## src/rtl/hilo_seq_ctrl_pkg.sv

```systemverilog
// Shared types for the HI/LO sequencer: decode op codes, FSM states and the
// div_mult_reg op encoding.
package hilo_pkg;

  typedef enum logic [2:0] {
    OP_MTHI  = 3'd0,
    OP_MTLO  = 3'd1,
    OP_MULT  = 3'd2,
    OP_MULTU = 3'd3,
    OP_DIV   = 3'd4,
    OP_DIVU  = 3'd5
  } hilo_op_t;

  typedef enum logic [1:0] {
    ST_IDLE     = 2'd0,
    ST_MUL_WAIT = 2'd1,
    ST_DIV_WAIT = 2'd2,
    ST_COMMIT   = 2'd3
  } hilo_state_t;

  localparam logic [1:0] DM_MTHI = 2'b00;
  localparam logic [1:0] DM_MTLO = 2'b01;
  localparam logic [1:0] DM_MUL  = 2'b10;
  localparam logic [1:0] DM_DIV  = 2'b11;

  // Map a decode op onto the register-block op field.
  function automatic logic [1:0] dm_op_of(hilo_op_t op);
    case (op)
      OP_MTHI:           return DM_MTHI;
      OP_MTLO:           return DM_MTLO;
      OP_MULT, OP_MULTU: return DM_MUL;
      default:           return DM_DIV;
    endcase
  endfunction

  function automatic logic is_signed_op(hilo_op_t op);
    return (op == OP_MULT) || (op == OP_DIV);
  endfunction

endpackage

```

## src/rtl/hilo_seq_ctrl.sv

```systemverilog
// Multi-cycle sequencer feeding the HI/LO register block: latches an issued op,
// waits out the arithmetic latency, then pulses one write strobe.
// Optional macro HILO_DIV0_TRAP_EN: divide-by-zero is dropped and flagged.
module hilo_seq_ctrl
  import hilo_pkg::*;
#(
  parameter int unsigned MULT_CYCLES = 4,
  parameter int unsigned DIV_CYCLES  = 32
) (
  input  logic        clk,
  input  logic        reset,
  input  logic        issue_valid,
  input  logic [2:0]  issue_op,
  input  logic [31:0] issue_rs,
  input  logic [31:0] issue_rt,
  output logic        issue_ready,
  input  logic        mf_req,
  output logic        mf_stall,
  output logic        busy,
  output logic        dm_write_en,
  output logic [1:0]  dm_op,
  output logic        dm_sin,
  output logic [31:0] dm_in_1,
  output logic [31:0] dm_in_2
`ifdef HILO_DIV0_TRAP_EN
  ,
  output logic        div0_flag
`endif
);

  localparam int unsigned CNT_W = $clog2(DIV_CYCLES + 1);

  hilo_state_t      state;
  logic [CNT_W-1:0] cnt;
  hilo_op_t         op_q;
  logic [31:0]      rs_q;
  logic [31:0]      rt_q;

  hilo_op_t op_in;
  logic     accept;
  logic     legal;
  logic     take;

  assign op_in  = hilo_op_t'(issue_op);
  assign accept = issue_valid && (state == ST_IDLE);
  assign legal  = (issue_op <= 3'd5);

`ifdef HILO_DIV0_TRAP_EN
  logic div0;
  assign div0 = ((op_in == OP_DIV) || (op_in == OP_DIVU)) && (issue_rt == 32'd0);
  assign take = accept && legal && !div0;
`else
  assign take = accept && legal;
`endif

  // Sequencer state, latency counter and operand latch.
  always_ff @(posedge clk) begin
    if (reset) begin
      state <= ST_IDLE;
      cnt   <= '0;
      op_q  <= OP_MTHI;
      rs_q  <= '0;
      rt_q  <= '0;
`ifdef HILO_DIV0_TRAP_EN
      div0_flag <= 1'b0;
`endif
    end else begin
`ifdef HILO_DIV0_TRAP_EN
      div0_flag <= accept && legal && div0;
`endif
      case (state)
        ST_IDLE: begin
          if (take) begin
            op_q <= op_in;
            rs_q <= issue_rs;
            rt_q <= issue_rt;
            case (op_in)
              OP_MTHI, OP_MTLO: state <= ST_COMMIT;
              OP_MULT, OP_MULTU: begin
                cnt   <= CNT_W'(MULT_CYCLES - 1);
                state <= ST_MUL_WAIT;
              end
              default: begin
                cnt   <= CNT_W'(DIV_CYCLES - 1);
                state <= ST_DIV_WAIT;
              end
            endcase
          end
        end
        ST_MUL_WAIT, ST_DIV_WAIT: begin
          if (cnt == '0) state <= ST_COMMIT;
          else           cnt   <= cnt - CNT_W'(1);
        end
        default: state <= ST_IDLE;
      endcase
    end
  end

  assign busy        = (state != ST_IDLE);
  assign issue_ready = (state == ST_IDLE);
  assign mf_stall    = mf_req && busy;
  assign dm_write_en = (state == ST_COMMIT);

  // Register-block payload is held from the latch while busy, zero in IDLE.
  always_comb begin
    dm_op   = 2'b00;
    dm_sin  = 1'b0;
    dm_in_1 = 32'd0;
    dm_in_2 = 32'd0;
    if (busy) begin
      dm_op   = dm_op_of(op_q);
      dm_sin  = is_signed_op(op_q);
      dm_in_1 = rs_q;
      dm_in_2 = rt_q;
    end
  end

endmodule
```

## config.mk

```make
export PLATFORM = sky130hd
export DESIGN_NAME = hilo_seq_ctrl
export DESIGN_NICKNAME = d
export VERILOG_FILES = /design/src/rtl/hilo_seq_ctrl_pkg.sv /design/src/rtl/hilo_seq_ctrl.sv
export SDC_FILE = /design/constraint.sdc
export NUM_CORES = 1
export LEC_CHECK = 0
export ABC_AREA = 0
export CAP_MARGIN = 30
export CORE_MARGIN = 1
export CORE_UTILIZATION = 30
export CTS_BUF_LIST = sky130_fd_sc_hd__clkbuf_4
export DETAILED_ROUTE_END_ITERATION = 8
export PLACE_DENSITY = 0.72
export SYNTH_ARGS = -nofsm -noshare
export SYNTH_HDL_FRONTEND = slang
export SYNTH_SLANG_ARGS = --single-unit
```

## constraint.sdc

```tcl
create_clock -name clk -period 4.05 [get_ports clk]
set_input_delay 1.215 -clock clk [delete_from_list [all_inputs] [get_ports clk]]
set_output_delay 1.215 -clock clk [all_outputs]
set_load 0.02 [all_outputs]
```

# Word level (Yosys, flattened, before mapping)
# Cells that the tools add are included.
word_totals:
  ff_bits: 75
  latch_bits: 0
  ram_bits: 0
  mem_bits_ro: 0
  out_inout_bits: 71
  elab_cells: 51
  n_memories: 0
classes:
  add_sub_neg: 1
  multipliers: 0
  n_div: 0
  n_lt_le_gt_ge: 1
  eq_ne: 14
  shift: 0
  mux: 13
  n_bitwise: 0
  reduce_logical: 17
ops:
  columns: ["op", "n"]
  rows:
  - ["two-way mux 32 bit", 2]
  - ["case mux 6 bit (2 select lines)", 2]
  - ["== test 3 x 2 -> 1 bit, second input constant", 4]
  - ["two-way mux 6 bit", 2]
  - ["case mux 2 bit (2 select lines)", 2]
  - ["OR reduction 2 bit", 4]
  - ["== test 3 x 1 -> 1 bit, second input constant", 2]
  - ["logical NOT 3 bit", 2]
  - ["logical NOT 6 bit", 1]
  - ["two-way mux 2 bit", 3]
  - ["!= test 2 bit, second input constant", 3]
  - ["case mux 2 bit (3 select lines)", 1]
  - ["subtractor 6 x 1 -> 6 bit, second input constant", 1]
  - ["== test 2 bit, second input constant", 2]
  - ["AND reduction 2 bit", 2]
  - ["AND reduction 4 bit", 1]
  - ["nonzero test 2 bit", 2]
  - ["== test 3 bit, second input constant", 1]
  - ["<= comparator 3 bit, second input constant", 1]
  - ["logical AND 1 bit", 3]
  - ["== test 2 x 1 -> 1 bit, second input constant", 1]
  - ["logical NOT 2 bit", 1]
  - ["!= test 2 x 1 -> 1 bit, second input constant", 1]
  - ["logical OR 1 bit", 1]
  - ["two-way mux 1 bit", 1]

# Depth between registers and ports, before layout
# Gate-level depths: netlist of run 1.
logic_depth:
  word_depth: 5
  ltp_mapped: 9
  ltp_nobuf: 6

# Least setup slack after synthesis of run 1
# No wires, ideal clock.
synth_timing:
  kind: "register to output"
  from: "register state[0]"
  to: "output dm_in_1[10]"
  arrival_time_ns: 1.543
  required_ns: 2.835
  setup_slack_ns: 1.292
  stages_incl_launch_ff: 7
  cell_sequence: "dfxtp_1 > inv_1 > ha_1 > buf_6 > clkbuf_1 > buf_1 > nor2b_1"
synth_between:
  elab_chain_cells: 2
synth_lines:
  columns: ["item", "line_no", "text"]
  rows:
  - ["from (decl)", "hilo_seq_ctrl.sv:33", "hilo_state_t state;"]
  - ["from (signal assigned)", "hilo_seq_ctrl.sv:59", "state <= ST_IDLE;"]
  - ["from (signal assigned)", "hilo_seq_ctrl.sv:78", "OP_MTHI, OP_MTLO: state <= ST_COMMIT;"]
  - ["from (signal assigned)", "hilo_seq_ctrl.sv:81", "state <= ST_MUL_WAIT;"]
  - ["nonzero test 2 bit", "hilo_seq_ctrl.sv:99", "assign busy = (state != ST_IDLE);"]
  - ["two-way mux 32 bit", "hilo_seq_ctrl.sv:110", "if (busy) begin"]
  - ["to (decl)", "hilo_seq_ctrl.sv:23", "output logic [31:0] dm_in_1,"]
# No other way between the ends.

# Worst setup path after layout of run 1
layout_timing:
  from: "register state[0]"
  to: "output dm_in_2[5]"
layout_between:
  elab_chain_cells: 2
layout_lines:
  columns: ["item", "line_no", "text"]
  rows:
  - ["nonzero test 2 bit", "hilo_seq_ctrl.sv:99", null]
  - ["two-way mux 32 bit", "hilo_seq_ctrl.sv:110", null]
  - ["to (decl)", "hilo_seq_ctrl.sv:24", "output logic [31:0] dm_in_2"]
# No other way between the ends.

==> results of run 1 <==
[layout by cell type, fill, tap and decap left out, drive strengths merged]
cell type / Yosys / final
a211oi: 2 / 2
a21oi: 74 / 74
a31o: 1 / 1
a31oi: 1 / 1
a41o: 3 / 3
and2: 1 / 1
and3: 1 / 1
buf: 19 / 6
bufinv: 0 / 2
clkbuf: 12 / 9
clkdlybuf4s50: 0 / 140
clkinv: 0 / 1
clkinvlp: 1 / 3
dfxtp: 75 / 75
ha: 4 / 4
inv: 8 / 8
nand2: 135 / 135
nand2b: 1 / 1
nand3: 1 / 1
nand4: 2 / 2
nor2: 9 / 9
nor2b: 65 / 65
nor3: 5 / 5
nor3b: 4 / 4
o21ai: 3 / 3
o22ai: 1 / 1
o31ai: 1 / 1
or4: 1 / 1
or4b: 1 / 1
xnor2: 5 / 5
[metrics by stage]
stage / worst slack (ns) / std cells
after floorplan: 1.29 / 437
after global placement: 0.432 / 691
after global routing: 0.233 / 705
final: 0.436 / 705
after CTS: 0.386 / 705
after detailed placement: 0.436 / 691
[critical path, delay by kind of cell, from the launching register on]
kind / cells / cell delay, ns
fa+ha+maj: 1 / 0.64
simple gates: 1 / 0.08
buf+inv: 3 / 0.92
flops: 1 / 0.34
[state kept, by name, indices dropped and copies added, names as in the netlist]
signal	flops
rs_q	32
rt_q	32
cnt	6
op_q	3
state	2
[how the worst min path moves through the flow]
stage | to | startpoint | slack, ns
global placement | rt_q[16]$_SDFFE_PP0P_ | rt_q[16]$_SDFFE_PP0P_ | 0.44
CTS | rt_q[17]$_SDFFE_PP0P_ | rt_q[17]$_SDFFE_PP0P_ | 0.46
global route | rt_q[17]$_SDFFE_PP0P_ | rt_q[17]$_SDFFE_PP0P_ | 0.47
floorplan | rs_q[0]$_SDFFE_PP0P_ | rs_q[0]$_SDFFE_PP0P_ | 0.43
detailed placement | rt_q[17]$_SDFFE_PP0P_ | rt_q[17]$_SDFFE_PP0P_ | 0.44
finish | rt_q[18]$_SDFFE_PP0P_ | rt_q[18]$_SDFFE_PP0P_ | 0.46
[kinds of logic (layout without fill, tap and decap cells)]
family / after synthesis / count (layout) / synth area share, %
adder cells (fa/ha/maj): 4 / 4 / 1.51
XOR/XNOR: 5 / 5 / 1.32
buffers and inverters: 41 / 169 / 5.72
AND/OR/NAND/NOR: 226 / 226 / 32.3
AO/OA/AOI/OAI: 86 / 86 / 14.0
flip-flops: 75 / 75 / 45.2
[layer usage]
layer | wire (um) | vias to the layer above
met4 | 81 | 0
met5 | 0 | -
met3 | 586 | 7
li1 | - | 1653
met1 | 3690 | 1468
met2 | 4300 | 102
[power groups by stage]
stage / Combinational [mW] / Clock (mW) / Sequential, mW
2_1_floorplan: 0.673 / 0 / 0.933
3_3_place_gp: 1.00 / 0 / 0.944
3_5_place_dp: 1.03 / 0 / 0.951
4_1_cts: 1.04 / 0.522 / 0.934
5_1_grt: 1.14 / 0.547 / 0.950
6_report: 1.02 / 0.498 / 0.933
[layout make-up]
class                           count  area [um2]
Fill cell                        1103        5860
Multi-Input combinational cell    321        1650
Sequential cell                    75        1500
Timing Repair Buffer              146        1470
Tap cell                          140         175
Clock inverter                      5        80.1
Clock buffer                        9        67.6
Inverter                            9        35.0
==> impl_results.md, run 1 <==
- Vias in the first global route: 3141
- Critical path class: reg2out
- Clock power share: 20.3%
- Met2 usage: 27.8%
- Drt drc: 0
- WHS: 0.456 ns
- Hold Crit Depth: 2
- Syn nets: 512
- RSZ-0062 raised after global routing: false
- Hold Path Class: reg2reg
- Clk sinks: 75
- Register area share after synthesis: 45.2%
- Iteration-0 DRC Markers: 102
- Pre-antenna DRT Iters: 4
- GR Layer Usage met3: 4.30%
- Initial core utilization: 30.7%
- Clock Skews: 0.0107 ns
- Fraction of layout cells with a size suffix above 1: 4.96%
- Synth Flop Type: dfxtp_1
- Synth Warn #: 0
- Total CTS buffers: 9
- Post-synth top area cell: dfxtp_1
- Slew @ Worst Pin: 0.855 ns
- Largest net degree at the start of global routing: 66
- Switching power: 903 uW
- Synth unique cells: 32
- Req. time, crit path: 2.83 ns
- Critical path origin: state[0]$_SDFFE_PP0P_
- Core Area: 10800 um2
- Overflow after GRT: 0
- GR Util All Layers: 15.4%
- Slowest stage delay, CP: 0.64 ns
- Crit path DAT: 2.40 ns
- Slowest cell on crit path: ha_2
- Power density cells: 492 nW/um2
- LEAKAGE: 1.75 nW
- Maxcap violations: 0
- Mapped Cells: 437
- Power Internal: 1.55 mW
- Post-detailed-route count of antenna-violating nets: 0
- Vias post-DR: 3230
- Status: completed
- Synth async-reset ratio: 0%
- Post_cts resized: 0
- Synth Cell Area: 3320 um2
- Post-route minimum period: 3.61 ns
- Setup tns final: 0 ns
- Switching share of total power: 36.8%
- Rel. slew slack: 43.0%
- N_diodes: 0
- Met1 Use GR: 17.4%
- Fin crit share: 89.2%
- Final Hold Viols: 0
- Row count: 38
- Worst r2r src: state[0]$_SDFFE_PP0P_
- Detailed Route WL: 8660 um
- Crit. End Element: primary output
- Crit path cell chain: inv_1 > ha_2 > buf_12 > nor2b_1 > clkdlybuf4s50_1
- Synth top area cells: dfxtp_1, nand2_1, nor2b_1
- CTS tree: done
- Post-CTS Hold Buffers: 0
- GR peak layer: met2
- Setup Fix Bufs, Post-CTS: 0
- Root buffer cell: clkbuf_4
- Most frequent cell after synthesis: nand2_1
- Part of the power in registers: 38.1%
- Drt wl/cell: 12.3 um
- H-tree level count: 3
- Critical Path Source Type: register
- Total Power: 2.45 mW
- Syn avg cell area: 7.61 um2
- Clk pin slew, worst setup/hold paths: 0.12 ns
- Initial antenna violation count: 0
- Worst r2r path cells: 7
- Setup-failing EPs final: 0
- FMAX: 277 MHz
- Gpl congestion: 0.760
- Fin util: 45.9%
- Worst reg-to-reg setup slack: 1.42 ns
- Hpwl dp: 6000 um
- Combinational Power Share: 41.6%
- Maximum VDD drop: 207 uV
- Post-synth top cells: nand2_1, dfxtp_1, a21oi_1
- Die ar.: 11500 um2
- Synthesis-to-finish area growth: 49.8%
- Clock Latency Late Sink: 0.41 ns
- Via density: 4.58
- Clk buf depth: 2
- Final nets: 637
- CP max FO: 44
- Synth top area share: 45.2%
- IO Count: 142
- EDFF count, synth: 0
- Reg2reg end: rt_q[10]$_SDFFE_PP0P_
- Global-route wire length before repair: 14000 um
- Chip height: 107 um
- Area after DPL: 4830 um2
- #FFs+latches synth: 75
- Die Wd: 107 um
- Final Max Slew Viols: 0
- Number of I/O port buffers: 141
- Worst Setup EP: dm_in_2[5]
- Post-route cell area: 4980 um2
Power figures use the tool's default switching activity.
==> inputs of run 2 (changes only) <==
--- a/config.mk
+++ b/config.mk
@@ -5,7 +5,7 @@
 export SDC_FILE = /design/constraint.sdc
 export NUM_CORES = 1
 export LEC_CHECK = 0
-export ABC_AREA = 0
+export ABC_AREA = 1
 export CAP_MARGIN = 30
 export CORE_MARGIN = 1
 export CORE_UTILIZATION = 30
==> impl_results.md, run 2 <==
- Crit. End Element: primary output
- Pre-antenna DRT Iters: 5
- WHS: 0.458 ns
- Post-CTS Hold Buffers: 0
- Global-route wire length before repair: 13500 um
- Synth Cell Area: 3360 um2
- Gpl congestion: 0.748
- CTS tree: done
- Setup tns final: 0 ns
- #FFs+latches synth: 75
- Total Power: 3.12 mW
- CP max FO: 36
- Row count: 38
- Most common cell after layout, fill and taps aside: clkdlybuf4s50_1
- Clk sinks: 75
- Final nets: 670
- Initial core utilization: 30.9%
- Maxcap violations: 0
- Synth top area cells: dfxtp_1, a21oi_1, o21ai_0
- Rel. slew slack: 50.6%
- Setup-failing EPs final: 0
- Drt drc: 0
- Clk buf depth: 2
- IO Count: 142
- Synth top area share: 44.7%
- Crit path DAT: 2.42 ns
- Chip height: 108 um
- Status: completed
- RSZ-0062 raised after global routing: false
- Die Wd: 108 um
- Syn nets: 542
- Mapped Cells: 467
- Post-synth top cells: nor2_1, inv_1, dfxtp_1
- Final Hold Viols: 0
- Hpwl dp: 6080 um
- Post-synth top area cell: dfxtp_1
- Total CTS buffers: 9
- Maximum VDD drop: 279 uV
- Post_cts resized: 0
- Drt wl/cell: 11.0 um
- Critical Path Source Type: register
- Final Max Slew Viols: 0
- Iteration-0 DRC Markers: 149
- Post-detailed-route count of antenna-violating nets: 0
- Fin util: 45.8%
- EDFF count, synth: 0
- Filler cell count: 1078
- Largest net degree at the start of global routing: 69
- Initial antenna violation count: 1
- Largest regs: rs_q (32), rt_q (32), cnt (6)
- LEAKAGE: 1.96 nW
- Fin crit share: 89.7%
- Die ar.: 11600 um2
- Root buffer cell: clkbuf_4
- Hold Path Class: reg2reg
- Synthesis-to-finish area growth: 48.5%
- Met1 Use GR: 17.0%
- Clock Latency Late Sink: 0.41 ns
- Overflow after GRT: 0
- Setup Fix Bufs, Post-CTS: 0
- Clock Skews: 0.0127 ns
- Most frequent cell after synthesis: nor2_1
- Detailed Route WL: 8140 um
- Number of I/O port buffers: 141
- H-tree level count: 3
- Clk pin slew, worst setup/hold paths: 0.11 ns
- Post-route minimum period: 3.63 ns
- GR peak layer: met2
- Via density: 4.42
- Met2 usage: 24.5%
- GR Util All Layers: 14.5%
- Fraction of layout cells with a size suffix above 1: 6.00%
- Synth Warn #: 0
- Synth unique cells: 24
- Synth Flop Type: dfxtp_1
- FMAX: 275 MHz
- Register area share after synthesis: 44.7%
- Synth async-reset ratio: 0%
- Vias post-DR: 3277
- Syn avg cell area: 7.19 um2
- Slew @ Worst Pin: 0.741 ns
- Critical path class: reg2out
- Req. time, crit path: 2.83 ns
- Power density cells: 625 nW/um2
- Vias in the first global route: 3134
- Commonest cells after routing, fill and taps aside: clkdlybuf4s50_1, nor2_1, inv_1
- Core Area: 10900 um2
- GR Layer Usage met3: 2.97%
[run 2: cell count changes in the layout (fill, tap and decap cells not counted), sizes merged, moves of 2 or more]
cell / previous run / this run
a41o: 3 / 0
a21oi: 74 / 71
clkinv: 1 / 3
nand2: 135 / 31
nor2: 9 / 88
a211oi: 2 / 0
o21ai: 3 / 72
inv: 8 / 85
nor2b: 65 / 0
xnor2: 5 / 1
nor3: 5 / 0
nor3b: 4 / 0
clkinvlp: 3 / 0
nand3: 1 / 7
[run 2: critical path, stage by stage, from the launching register on]
cell and delay (ns):
dfxtp_1 0.35, inv_1 0.07, ha_2 0.66, buf_12 0.28, nor2_1 0.07, clkdlybuf4s50_1 0.56
[run 2: final timing paths]
| check | slack [ns] | start | cells after the start | endpoint |
|---|---|---|---|---|
| setup reg to reg | 1.72 | state[0]$_SDFFE_PP0P_ | 9 | rt_q[24]$_SDFFE_PP0P_ |
| hold reg to reg | 0.46 | rs_q[11]$_SDFFE_PP0P_ | 2 | rs_q[11]$_SDFFE_PP0P_ |
| setup / recovery | 0.42 | state[0]$_SDFFE_PP0P_ | 5 | dm_in_1[20] |
| hold / removal | 0.46 | rs_q[11]$_SDFFE_PP0P_ | 2 | rs_q[11]$_SDFFE_PP0P_ |
[run 2: cell type report]
type | count | area [um2] | share of cell area [%]
timing repair buffer | 146 | 1470 | 29.5
sequential | 75 | 1500 | 30.1
tap | 140 | 175 | 3.51
antenna | 1 | 2.50 | 0.0502
clock inverter | 6 | 104 | 2.08
clock buffer | 10 | 75.1 | 1.50
multi-input combinational | 278 | 1340 | 26.8
inverter | 85 | 322 | 6.44
[run 2: layer usage]
metal,part of all wire [%],wire length (um)
met3,5.0,409
met1,45,3680
met4,2.0,163
met5,0,0
met2,48,3880
[run 2: logic make-up after synthesis]
group	synth area share [%]
AO/OA/AOI/OAI	22.2
XOR/XNOR	0.261
adder cells (fa/ha/maj)	1.49
buffers and inverters	15.6
flip-flops	44.7
AND/OR/NAND/NOR	15.8
[run 2: stage by stage]
stage | area [um2] | instances | setup slack, ns
after floorplan | 3360 | 467 | 1.17
after global placement | 4810 | 724 | 0.449
after detailed placement | 4810 | 724 | 0.441
after CTS | 4990 | 740 | 0.354
after global routing | 4990 | 741 | 0.229
final | 4990 | 741 | 0.415
[run 2: report_power, final]
group          total (mW)  switching [mW]  leakage, nW  internal, mW
Sequential          0.979          0.0653        0.619         0.914
Combinational        1.58           0.952         1.24         0.624
Clock               0.563           0.247       0.0978         0.316
